[src/rtl/ysyx_23060020_arb_pkg.sv]
// Shared types for the IFU/LSU memory arbiter: FSM states and owner encoding.
package ysyx_23060020_arb_pkg;

  typedef enum logic [1:0] {
    IDLE = 2'd0,
    REQ  = 2'd1,
    RESP = 2'd2
  } arb_state_e;

  localparam logic OWN_IFU = 1'b0;
  localparam logic OWN_LSU = 1'b1;

endpackage

[src/rtl/ysyx_23060020_arb_pick.sv]
// Combinational grant selection between IFU and LSU.
// With ARB_RR_EN defined, contention alternates using last_grant; otherwise LSU wins.
module ysyx_23060020_arb_pick
  import ysyx_23060020_arb_pkg::*;
(
  input  logic ifu_valid,
  input  logic lsu_valid,
  input  logic last_grant,
  output logic any_valid,
  output logic grant
);

  // Grant decision for the next transaction
  always_comb begin
    any_valid = ifu_valid | lsu_valid;
`ifdef ARB_RR_EN
    if (ifu_valid && lsu_valid) begin
      grant = ~last_grant;
    end else if (lsu_valid) begin
      grant = OWN_LSU;
    end else begin
      grant = OWN_IFU;
    end
`else
    if (lsu_valid) begin
      grant = OWN_LSU;
    end else begin
      grant = OWN_IFU;
    end
`endif
  end

`ifndef ARB_RR_EN
  logic unused_last_grant;
  assign unused_last_grant = last_grant;
`endif

endmodule

[src/rtl/ysyx_23060020_mem_arbiter.sv]
// Single-outstanding memory port arbiter between IFU (read-only) and LSU.
// Optional round-robin arbitration is enabled by defining ARB_RR_EN.
module ysyx_23060020_mem_arbiter
  import ysyx_23060020_arb_pkg::*;
#(
  parameter int AW = 32,
  parameter int DW = 32,
  parameter int MW = 4
) (
  input  logic          clk,
  input  logic          rst,
  input  logic          ifu_valid,
  input  logic [AW-1:0] ifu_addr,
  output logic          ifu_ready,
  output logic          ifu_rvalid,
  output logic [DW-1:0] ifu_rdata,
  input  logic          lsu_valid,
  input  logic [AW-1:0] lsu_addr,
  input  logic          lsu_wen,
  input  logic [DW-1:0] lsu_wdata,
  input  logic [MW-1:0] lsu_wmask,
  output logic          lsu_ready,
  output logic          lsu_rvalid,
  output logic [DW-1:0] lsu_rdata,
  output logic          s_valid,
  output logic [AW-1:0] s_addr,
  output logic          s_wen,
  output logic [DW-1:0] s_wdata,
  output logic [MW-1:0] s_wmask,
  input  logic          s_ready,
  input  logic          s_rvalid,
  input  logic [DW-1:0] s_rdata,
  output logic          err
);

  arb_state_e state, state_next;
  logic       owner;
  logic       any_valid;
  logic       grant;
  logic       last_grant;

  ysyx_23060020_arb_pick u_pick (
    .ifu_valid (ifu_valid),
    .lsu_valid (lsu_valid),
    .last_grant(last_grant),
    .any_valid (any_valid),
    .grant     (grant)
  );

  // State, owner and sticky error registers
  always_ff @(posedge clk or negedge rst) begin
    if (!rst) begin
      state <= IDLE;
      owner <= OWN_IFU;
      err   <= 1'b0;
    end else begin
      state <= state_next;
      if (state == IDLE && any_valid) begin
        owner <= grant;
      end
      // A response outside RESP is a slave protocol violation; it is dropped.
      if (s_rvalid && state != RESP) begin
        err <= 1'b1;
      end
    end
  end

`ifdef ARB_RR_EN
  // Remember who won the last grant for round-robin fairness
  always_ff @(posedge clk or negedge rst) begin
    if (!rst) begin
      last_grant <= OWN_LSU;
    end else if (state == IDLE && any_valid) begin
      last_grant <= grant;
    end else begin
      last_grant <= last_grant;
    end
  end
`else
  assign last_grant = OWN_LSU;
`endif

  // Next-state logic; REQ holds until the slave accepts even if the owner drops valid
  always_comb begin
    state_next = state;
    case (state)
      IDLE:    state_next = any_valid ? REQ : IDLE;
      REQ:     state_next = s_ready ? RESP : REQ;
      RESP:    state_next = s_rvalid ? IDLE : RESP;
      default: state_next = IDLE;
    endcase
  end

  // Bus mux and response routing from the registered owner
  always_comb begin
    ifu_ready  = 1'b0;
    ifu_rvalid = 1'b0;
    ifu_rdata  = '0;
    lsu_ready  = 1'b0;
    lsu_rvalid = 1'b0;
    lsu_rdata  = '0;
    s_valid    = 1'b0;
    s_addr     = '0;
    s_wen      = 1'b0;
    s_wdata    = '0;
    s_wmask    = '0;
    case (state)
      REQ: begin
        s_valid = 1'b1;
        if (owner == OWN_LSU) begin
          s_addr    = lsu_addr;
          s_wen     = lsu_wen;
          s_wdata   = lsu_wdata;
          s_wmask   = lsu_wmask;
          lsu_ready = s_ready;
        end else begin
          s_addr    = ifu_addr;
          ifu_ready = s_ready;
        end
      end
      RESP: begin
        if (s_rvalid && owner == OWN_LSU) begin
          lsu_rvalid = 1'b1;
          lsu_rdata  = s_rdata;
        end else if (s_rvalid) begin
          ifu_rvalid = 1'b1;
          ifu_rdata  = s_rdata;
        end else begin
          lsu_rvalid = 1'b0;
        end
      end
      default: s_valid = 1'b0;
    endcase
  end

endmodule

[config.mk]
export PLATFORM = sky130hd
export DESIGN_NAME = ysyx_23060020_mem_arbiter
export DESIGN_NICKNAME = d
export VERILOG_FILES = /design/src/rtl/ysyx_23060020_arb_pkg.sv /design/src/rtl/ysyx_23060020_arb_pick.sv /design/src/rtl/ysyx_23060020_mem_arbiter.sv
export SDC_FILE = /design/constraint.sdc
export NUM_CORES = 1
export LEC_CHECK = 0
export CAP_MARGIN = 20
export CELL_PAD_IN_SITES_DETAIL_PLACEMENT = 0
export CELL_PAD_IN_SITES_GLOBAL_PLACEMENT = 2
export CORE_ASPECT_RATIO = 1.4
export CORE_MARGIN = 2
export CORE_UTILIZATION = 10
export DETAILED_ROUTE_END_ITERATION = 12
export HOLD_SLACK_MARGIN = 0.08
export PLACE_DENSITY_LB_ADDON = 0.15
export REMOVE_ABC_BUFFERS = 1
export SLEW_MARGIN = 20
export SYNTH_ARGS = -nofsm -noshare
export SYNTH_HDL_FRONTEND = slang
export SYNTH_SLANG_ARGS = --single-unit
export TNS_END_PERCENT = 20
[constraint.sdc]
create_clock -name clk -period 3.2 [get_ports clk]
set_clock_uncertainty 0.1 [all_clocks]
set_input_delay 0.64 -clock clk [delete_from_list [all_inputs] [get_ports clk]]
set_output_delay 0.64 -clock clk [all_outputs]
set_load 0.01 [all_outputs]
==> results.yml <==
power:
  p_leak_nw: 1.86
  power_density_mw_per_mm2: 516
  finalPower_mw: 2.30
  ir_worst_vdd_v: 0.000464
finish:
  seqCellArea_um2: 101
  layout_commonest_cell: "clkdlybuf4s50_1"
  fin_area_mm2: 0.00445
  nets: 612
  n_antenna_cell: 0
  syn2layout_area_growth_pct: 222
  layout_common_cells: "clkdlybuf4s50_1, and2_1, and3_1, nor2_1, mux2i_1"
  drive_gt1_share_pct: 2.33
  n_fill_cell: 1441
  multi_input_area_mm2: 0.00117
place:
  place.port_buffers: 277
  placed_cell_area_mm2: 0.00437
  place.gp.congestion: 0.723
  hpwlAfterDp_um: 8500
detailed_routing:
  drtPass1Iterations: 3
  final_antenna_net_count: 0
  vias_per_cell: 3.81
  drt-total-wl_um: 9740
  first_iter_violations: 56
  routedWlPerCell_um: 14.9
  highest_layer: "met5"
  met3_length_um: 1440
  vias: 2493
  drc: 0
  m1WireLength_um: 3190
  wl_met2_um: 4990
worst_hold_path:
  min_from: "err"
  hold_depth: 1
  min_to: "err"
  hold_class: "reg -> reg"
setup_path:
  r2r-start: "state[1]"
  required_ns: 2.46
  cp-end-kind: "output port"
  regToRegSetupSlack_ns: 2.05
  r2r-end: "state[1]"
  cp-start-kind: "input pin"
  cp_max_fo: 32
  startpoint: "s_rvalid"
  path_class: "in -> out"
  arrival_ns: 2.32
  reg2regPathDepth: 3
timing:
  rsz0062_at_grt: "false"
  slew_viol_final: 0
  setup_viol: 0
  tightest_slew_ns: 0.337
  fmax_mhz: 327
  fin_crit_ns: 3.06
  slew_headroom_pct: 77.6
  post-route-period-util_pct: 95.6
  hold_viol: 0
synth:
  ys_seq_area_share_pct: 7.24
  ys_seq_elements: 4
  ys_types: 18
  synth_edf_count: 0
  syn_inst: 207
  avgSynthCellArea_um2: 6.68
  synthTopCellsByArea: "and2_1, mux2i_1, and3_1"
  synth_area_mm2: 0.00138
  yosysTopAreaCell: "and2_1"
  yosys_warnings: 0
  async_flop_share_pct: 100
  synth_top_area_share_pct: 28.1
  synth_top_flop_cell: "dfrtp_1"
cts:
  cts_tree: "done"
  clockRootBuffer: "clkbuf_16"
  cts_made_buffers: 3
  worstSkewPairLatency_ns: 0.22
  post_cts_buffers: 0
  clockBufferDepth: 2
  hold_buffers: 0
  cts_resized: 0
  numClockSinks: 4
  path_clk_slew_ns: 0.03
  htreeDepth: 1
global_routing:
  overflow: 0
  grt_max_degree: 38
  antenna_found_initial: 1
  grt_usage_pct: 11.5
  grt_pass1_wl_um: 13100
  grt_pass1_vias: 2435
floorplan:
  start_util_pct: 10.3
  die_w_um: 103
  die_h_um: 143
  rows: 50
  core_area_mm2: 0.0135
  pin_count: 278
  dieArea_mm2: 0.0148
job:
  maxCapViolations: 0
outcome:
  status: "finished, final reports clean"
[flip-flops by register name, indices dropped and copies added (netlist names)]
register / cells
err: 1
owner: 1
state: 2
[how the worst max path moves through the flow]
stage,endpoint,cells after the start
2_1_floorplan,lsu_rdata[0],2
3_3_place_gp,ifu_rdata[28],5
3_5_place_dp,ifu_rdata[28],5
4_1_cts,ifu_rdata[28],5
5_1_grt,ifu_rdata[28],5
6_report,ifu_rdata[28],5
[layer usage]
metal / GRT usage [%] / up-vias
met1: 10.6 / 1053
met3: 4.65 / 6
met2: 22.9 / 210
li1: - / 1222
met5: 0 / -
met4: 2.01 / 2
[area by class of cell]
type | instances | share of cell area [%]
sequential | 4 | 2.28
tap | 182 | 5.11
multi-input combinational | 179 | 26.3
timing repair buffer | 283 | 64.4
inverter | 2 | 0.169
clock buffer | 4 | 1.77
[critical path, cell delays in order]
cell and delay [ns]:
clkdlybuf4s50_1 0.53, and4bb_1 0.26, buf_12 0.16, and2_1 0.17, clkdlybuf4s50_1 0.54
[cell families after synthesis]
kind of cell,count (synthesis),share of synthesized area (%)
AND/OR/NAND/NOR,143,59.1
multiplexers,32,23.2
buffers and inverters,24,8.14
AO/OA/AOI/OAI,4,2.35
flip-flops,4,7.24
[cells in the mapped netlist (2+ instances only)]
library cell / number
and2_1: 62
and3_1: 39
buf_2: 18
clkbuf_1: 4
dfrtp_1: 4
mux2i_1: 32
nand2b_1: 2
nor2_1: 33
nor3_1: 3
o2bb2ai_1: 2
[report_power, final]
group          internal (mW)  switching (mW)  total [mW]
Sequential            0.0710          0.0330       0.104
Clock                  0.165          0.0368       0.201
Combinational           1.11           0.885        1.99
[through the flow]
stage	hold slack [ns]	setup TNS [ns]	worst slack, ns	std cells	utilization [%]
after floorplan	0.244	-4.27	-0.138	185	-
after global placement	0.346	0	0.0968	650	32.5
after detailed placement	0.347	0	0.116	650	32.5
after CTS	0.354	0	0.116	654	33.1
after global routing	0.370	0	0.0520	654	33.1
final	0.353	0	0.142	654	33.1
(Power assumes the default switching activity.)
